$ cat src/rtl/bch_pkg.sv
// Shared constants, state encoding and GF(2) helper for the BCH(14,8) encoder/decoder pair.
package bch_pkg;

  localparam int          BCH_N        = 14;
  localparam int          BCH_K        = 8;
  localparam logic [5:0]  BCH_GEN_POLY = 6'b100101;

  typedef enum logic [2:0] {
    IDLE   = 3'd0,
    DIVIDE = 3'd1,
    CHECK  = 3'd2,
    SEARCH = 3'd3,
    DONE   = 3'd4
  } bch_dec_state_e;

  // (r*x + b) mod g(x); with b = 0 this is multiplication by x in GF(2)[x]/g(x)
  function automatic logic [4:0] bch_mulx_mod(input logic [4:0] r, input logic b);
    bch_mulx_mod = {r[3:0], b} ^ (r[4] ? BCH_GEN_POLY[4:0] : 5'b00000);
  endfunction

endpackage

$ cat src/rtl/bch_lfsr_div.sv
// Bit-serial polynomial divider by g(x): remainder LFSR plus quotient shift register.
module bch_lfsr_div
  import bch_pkg::*;
(
  input  logic       clk,
  input  logic       rst,
  input  logic       clr,
  input  logic       en,
  input  logic       bit_in,
  output logic [4:0] rem,
  output logic [8:0] quo
);

  // remainder/quotient update, one dividend bit per enabled cycle, MSB first
  always_ff @(posedge clk) begin
    if (rst) begin
      rem <= 5'd0;
      quo <= 9'd0;
    end else if (clr) begin
      rem <= 5'd0;
      quo <= 9'd0;
    end else if (en) begin
      rem <= bch_mulx_mod(rem, bit_in);
      quo <= {quo[7:0], rem[4]};
    end
  end

endmodule

$ cat src/rtl/bch_decoder.sv
// Serial BCH(14,8) decoder: divide, check syndrome, search single-error position, re-divide.
module bch_decoder
  import bch_pkg::*;
(
  input  logic                 clk,
  input  logic                 rst,
  input  logic                 in_valid,
  output logic                 in_ready,
  input  logic [BCH_N-1:0]     in_codeword,
  output logic                 out_valid,
  input  logic                 out_ready,
  output logic [BCH_K-1:0]     out_data,
  output logic                 out_corrected,
  output logic                 out_uncorrectable,
  output logic [3:0]           out_err_pos
);

  bch_dec_state_e   state_r, state_s;
  logic [BCH_N-1:0] cw_r;
  logic [3:0]       cnt_r;
  logic [4:0]       cand_r;
  logic [3:0]       idx_r;
  logic             corrected_r;
  logic [3:0]       pos_r;
  logic             clr_s;
  logic             en_s;
  logic [4:0]       rem_s;
  logic [8:0]       quo_s;
  logic             valid_r;
  logic [BCH_K-1:0] data_r;
  logic             corr_out_r;
  logic             unc_out_r;
  logic [3:0]       pos_out_r;

  bch_lfsr_div u_div (
    .clk    (clk),
    .rst    (rst),
    .clr    (clr_s),
    .en     (en_s),
    .bit_in (cw_r[cnt_r]),
    .rem    (rem_s),
    .quo    (quo_s)
  );

  assign in_ready          = (state_r == IDLE);
  assign out_valid         = valid_r;
  assign out_data          = data_r;
  assign out_corrected     = corr_out_r;
  assign out_uncorrectable = unc_out_r;
  assign out_err_pos       = pos_out_r;

  // state register
  always_ff @(posedge clk) begin
    if (rst) begin
      state_r <= IDLE;
    end else begin
      state_r <= state_s;
    end
  end

  // next-state and divider control
  always_comb begin
    state_s = state_r;
    clr_s   = 1'b0;
    en_s    = 1'b0;
    case (state_r)
      IDLE: begin
        if (in_valid) begin
          state_s = DIVIDE;
          clr_s   = 1'b1;
        end else begin
          state_s = IDLE;
        end
      end
      DIVIDE: begin
        en_s = 1'b1;
        if (cnt_r == 4'd0) begin
          state_s = CHECK;
        end else begin
          state_s = DIVIDE;
        end
      end
      CHECK: begin
        if (rem_s == 5'd0) begin
          state_s = DONE;
        end else if (!corrected_r) begin
          state_s = SEARCH;
        end else begin
          state_s = DONE;
        end
      end
      SEARCH: begin
        if (cand_r == rem_s) begin
          state_s = DIVIDE;
          clr_s   = 1'b1;
        end else if (idx_r == 4'(BCH_N - 1)) begin
          state_s = DONE;
        end else begin
          state_s = SEARCH;
        end
      end
      DONE: begin
        if (out_ready) begin
          state_s = IDLE;
        end else begin
          state_s = DONE;
        end
      end
      default: begin
        state_s = IDLE;
      end
    endcase
  end

  // datapath: codeword, bit counter, search candidate and result registers
  always_ff @(posedge clk) begin
    if (rst) begin
      cw_r        <= 14'd0;
      cnt_r       <= 4'd0;
      cand_r      <= 5'd0;
      idx_r       <= 4'd0;
      corrected_r <= 1'b0;
      pos_r       <= 4'd0;
      valid_r     <= 1'b0;
      data_r      <= 8'd0;
      corr_out_r  <= 1'b0;
      unc_out_r   <= 1'b0;
      pos_out_r   <= 4'd0;
    end else begin
      valid_r <= (state_s == DONE);
      case (state_r)
        IDLE: begin
          if (in_valid) begin
            cw_r        <= in_codeword;
            cnt_r       <= 4'(BCH_N - 1);
            corrected_r <= 1'b0;
            pos_r       <= 4'd0;
          end
        end
        DIVIDE: begin
          cnt_r <= cnt_r - 4'd1;
        end
        CHECK: begin
          cand_r <= 5'b00001;
          idx_r  <= 4'd0;
          if (rem_s == 5'd0) begin
            data_r     <= quo_s[7:0];
            unc_out_r  <= quo_s[8];
            corr_out_r <= corrected_r;
            pos_out_r  <= pos_r;
          end else if (corrected_r) begin
            data_r     <= quo_s[7:0];
            unc_out_r  <= 1'b1;
            corr_out_r <= 1'b0;
            pos_out_r  <= 4'd0;
          end
        end
        SEARCH: begin
          if (cand_r == rem_s) begin
            cw_r        <= cw_r ^ (14'd1 << idx_r);
            corrected_r <= 1'b1;
            pos_r       <= idx_r;
            cnt_r       <= 4'(BCH_N - 1);
          end else if (idx_r == 4'(BCH_N - 1)) begin
            data_r     <= quo_s[7:0];
            unc_out_r  <= 1'b1;
            corr_out_r <= 1'b0;
            pos_out_r  <= 4'd0;
          end else begin
            cand_r <= bch_mulx_mod(cand_r, 1'b0);
            idx_r  <= idx_r + 4'd1;
          end
        end
        DONE: begin
          cnt_r <= cnt_r;
        end
        default: begin
          cnt_r <= 4'd0;
        end
      endcase
    end
  end

endmodule

$ cat config.mk
export PLATFORM = sky130hd
export DESIGN_NAME = bch_decoder
export DESIGN_NICKNAME = d
export VERILOG_FILES = /design/src/rtl/bch_pkg.sv /design/src/rtl/bch_lfsr_div.sv /design/src/rtl/bch_decoder.sv
export SDC_FILE = /design/constraint.sdc
export NUM_CORES = 1
export LEC_CHECK = 0
export CAP_MARGIN = 15
export CELL_PAD_IN_SITES_DETAIL_PLACEMENT = 1
export CELL_PAD_IN_SITES_GLOBAL_PLACEMENT = 2
export CORE_UTILIZATION = 33
export DETAILED_ROUTE_END_ITERATION = 12
export PLACE_DENSITY_LB_ADDON = 0.1
export SYNTH_ARGS = -nofsm -noshare
export SYNTH_HDL_FRONTEND = slang
export SYNTH_SLANG_ARGS = --single-unit
$ cat constraint.sdc
create_clock -name clk -period 2.25 [get_ports clk]
set_clock_uncertainty 0.1 [all_clocks]
set_input_delay 0.225 -clock clk [delete_from_list [all_inputs] [get_ports clk]]
set_output_delay 0.225 -clock clk [all_outputs]
set_load 0.01 [all_outputs]
==> results of run 1 <==
## report_power, final
| group | internal, mW | switching, mW | total, mW |
|---|---|---|---|
| registers | 1.19 | 0.0720 | 1.26 |
| logic | 0.198 | 0.276 | 0.474 |
| clock network | 0.531 | 0.449 | 0.980 |
| total | 1.92 | 0.798 | 2.71 |
## worst max path at each step
| stage | from | end | slack [ns] | cells after the start |
|---|---|---|---|---|
| 5_1_grt | state_r[2] | cw_r[2] | -0.02 | 5 |
| 3_3_place_gp | in_valid | u_div.rem[2] | 0.11 | 5 |
| 3_5_place_dp | rst | cw_r[2] | 0.06 | 5 |
| 2_1_floorplan | u_div.rem[4] | cw_r[5] | 0.29 | 8 |
| 4_1_cts | idx_r[1] | idx_r[3] | 0.03 | 7 |
| 6_report | state_r[2] | cw_r[2] | 0.15 | 5 |
## Yosys cell counts, drive strengths merged
| cell | number | area share, % |
|---|---|---|
| buf | 7 | 1.3 |
| o211ai | 3 | 0.73 |
| o311ai | 9 | 2.6 |
| a21oi | 45 | 7.3 |
| mux4 | 1 | 0.73 |
| nor3b | 1 | 0.24 |
| a22oi | 6 | 1.5 |
| nor3 | 16 | 3.1 |
| o21a | 5 | 1.2 |
| o22ai | 5 | 1.0 |
| nor4b | 3 | 0.85 |
| nor2b | 1 | 0.20 |
| a2111oi | 2 | 0.57 |
| or3 | 2 | 0.41 |
| nand2b | 4 | 0.81 |
| o31a | 1 | 0.28 |
| nand4 | 1 | 0.20 |
| a31o | 1 | 0.28 |
| ha | 7 | 2.8 |
| o21ai | 21 | 3.4 |
| nand3b | 1 | 0.65 |
| a221oi | 1 | 0.28 |
| nand3 | 19 | 3.3 |
| clkbuf | 14 | 1.7 |
| o31ai | 1 | 0.41 |
| and3 | 4 | 0.81 |
| a211oi | 5 | 1.2 |
| inv | 17 | 2.1 |
| nor2 | 22 | 2.7 |
| a22o | 5 | 1.4 |
| nand4b | 1 | 0.28 |
| a31oi | 3 | 0.61 |
| or4 | 2 | 0.49 |
| o41a | 1 | 0.37 |
| mux2i | 4 | 1.3 |
| nand2 | 52 | 6.3 |
| mux2 | 4 | 1.5 |
| nor4 | 6 | 1.2 |
| xnor2 | 7 | 2.0 |
| a32oi | 1 | 0.28 |
| dfxtp | 64 | 42 |
## flip-flops by register name, indices dropped and copies added (netlist names), 5 cells and up
signal     cells
u_div.quo      9
cw_r          14
cand_r         5
out_data       8
u_div.rem      5
## placed cells by master, fill, tap and decap left out, drive strengths merged, types with 4 or more instances in the layout
cell type / synthesis / layout
a211oi: 5 / 5
a21oi: 45 / 45
a22o: 5 / 5
a22oi: 6 / 6
and3: 4 / 4
buf: 7 / 20
clkbuf: 14 / 11
clkdlybuf4s50: 0 / 33
dfxtp: 64 / 64
ha: 7 / 7
inv: 17 / 17
mux2: 4 / 4
mux2i: 4 / 4
nand2: 52 / 52
nand2b: 4 / 4
nand3: 19 / 19
nor2: 22 / 22
nor3: 16 / 16
nor4: 6 / 6
o21a: 5 / 5
o21ai: 21 / 21
o22ai: 5 / 5
o311ai: 9 / 9
xnor2: 7 / 7
## per-stage QoR
stage | cell area (um^2) | utilization, % | TNS, ns
floorplan | 3079 | - | 0
global placement | 3602 | 40.52 | 0
detailed placement | 3602 | 40.52 | 0
CTS | 3789 | 42.61 | 0
global route | 3811 | 42.87 | -0.03901
finish | 3811 | 42.87 | 0
## logic make-up (layout without fill, tap and decap cells)
| logic type | Yosys count | count (layout) | synth area share, % |
|---|---|---|---|
| simple gates | 135 | 135 | 21.54 |
| compound gates | 115 | 115 | 23.45 |
| fa+ha+maj | 7 | 7 | 2.844 |
| xor+xnor | 7 | 7 | 1.991 |
| mux | 9 | 9 | 3.494 |
| buf+inv | 38 | 85 | 5.079 |
| flops | 64 | 64 | 41.61 |
## layer usage
layer	global-route usage (%)	share of wire, %	vias up
met5	0	0	-
met2	34.89	47	38
li1	-	-	1447
met3	3.901	2.3	8
met1	26.75	49	1418
met4	6.429	1.1	0
## area by class of cell
class | instances | area, um^2 | share of cell area [%]
clock buffers | 11 | 141.4 | 3.710
clock inverters | 4 | 45.04 | 1.182
inverters | 17 | 63.81 | 1.674
multi-input cells | 273 | 1663 | 43.63
flip-flops and latches | 64 | 1282 | 33.65
well taps | 108 | 135.1 | 3.546
repair buffers | 53 | 480.5 | 12.61
## worst max-delay path, stage by stage (launching register included)
cell	delay (ns)
dfxtp_1	0.47
nand3b_4	0.19
buf_4	0.29
nor3_2	0.10
o21ai_1	0.59
o22ai_1	0.21
==> reports/qor.txt, run 1 <==
status: completed
I/O pin total: 34
crit end category: flip-flop
vias in the first global route: 2,982
Syn Inst Count: 375
Post-Layout Cell Count: 530
Mean Syn Cell Area: 8.211 um^2
hold path cells: 3
crit path time final: 2.098 ns
unrepaired setup endpoints after global routing: yes
PostCTS Resize Cnt: 0
relative slew slack: 52.12%
Hold WS: 0.3510 ns
Clk Latency, worst-skew pair: 0.34 ns
Leakage: 1.317 nW
final worst-path setup slack: 0.1522 ns
remaining antenna violation count: 0
final period utilization: 93.24%
Pre-antenna DRT Iters: 4
HP Class: in -> reg
GPL Wtd Cong: 0.7927
global route overflow: 0
Hold EP: cw_r[11]
GRT Overall Usage: 20.67%
CP Max Fanout: 25
Post-CTS Setup Bufs: 0
Hold Vio Cnt, Final: 0
Tightest Pin Transition: 0.7134 ns
port bufs: 33
final setup violation count: 0
register area share after synthesis: 41.61%
Worst-path clk slew: 0.07 ns
# DRC: 0
first-pass GRT wire length: 15,670 um
Peak Freq: 476.7 MHz
per-cell routed wire length: 17.77 um
Setup WS pre-CTS: 0.05694 ns
hold path startpoint: in_codeword[11]
TritonCTS Sinks: 64
register bit total from synthesis: 64
post-synthesis cell type count: 47
# rows: 34
Fillers: 1,068
core area: 8891 um^2
reg-to-reg endpoint: cw_r[2]
routed wire length: 9419 um
FF-to-FF path depth: 5
total power: 2.713 mW
pwr dens: 711.9 nW/um^2
DRT iter0 DRCs: 62
nets: 443
WS Path Type: reg -> reg
CP required: 2.34 ns
share of cells above drive strength 1: 11.85%
crit path DAT: 2.19 ns
CTS tree: done
startpoint types: flip-flop
Slew Viols, Final: 0
Cells after DPL: 515
Clock Tree Root: clkbuf_8
# diodes: 0
Initial Util: 34.63%
pin count of the biggest net entering global routing: 38
YS warnings: 0
Max VDD drop: 0.3024 mV
initial antenna violation count: 0
reg2reg setup slack: 0.15 ns
layout overhead on the synthesized area: 23.77%
die outline height: 98.60 um
hold buffers post-CTS: 0
Vias: 2,911
Net Count, Synth: 400
synthesized area: 3079 um^2
TritonCTS Buffers: 9
CTS max path bufs: 2
Reg-to-Reg Start: state_r[2]
Die W: 98.60 um
detailed placer's ending HPWL: 6745 um
post-DR vias/cell: 5.492
max-capacitance violation count: 0
die area: 9721 um^2
# H-tree levels: 3
(Power assumes the default switching activity.)
==> run 2: changes to the inputs <==
--- a/config.mk
+++ b/config.mk
@@ -11,6 +11,7 @@
 export CORE_UTILIZATION = 33
 export DETAILED_ROUTE_END_ITERATION = 12
 export PLACE_DENSITY_LB_ADDON = 0.1
+export SKIP_CTS_REPAIR_TIMING = 1
 export SYNTH_ARGS = -nofsm -noshare
 export SYNTH_HDL_FRONTEND = slang
 export SYNTH_SLANG_ARGS = --single-unit
==> results of run 2 <==
Same layout as run 1: the final DEF is identical, and so are final timing and power.
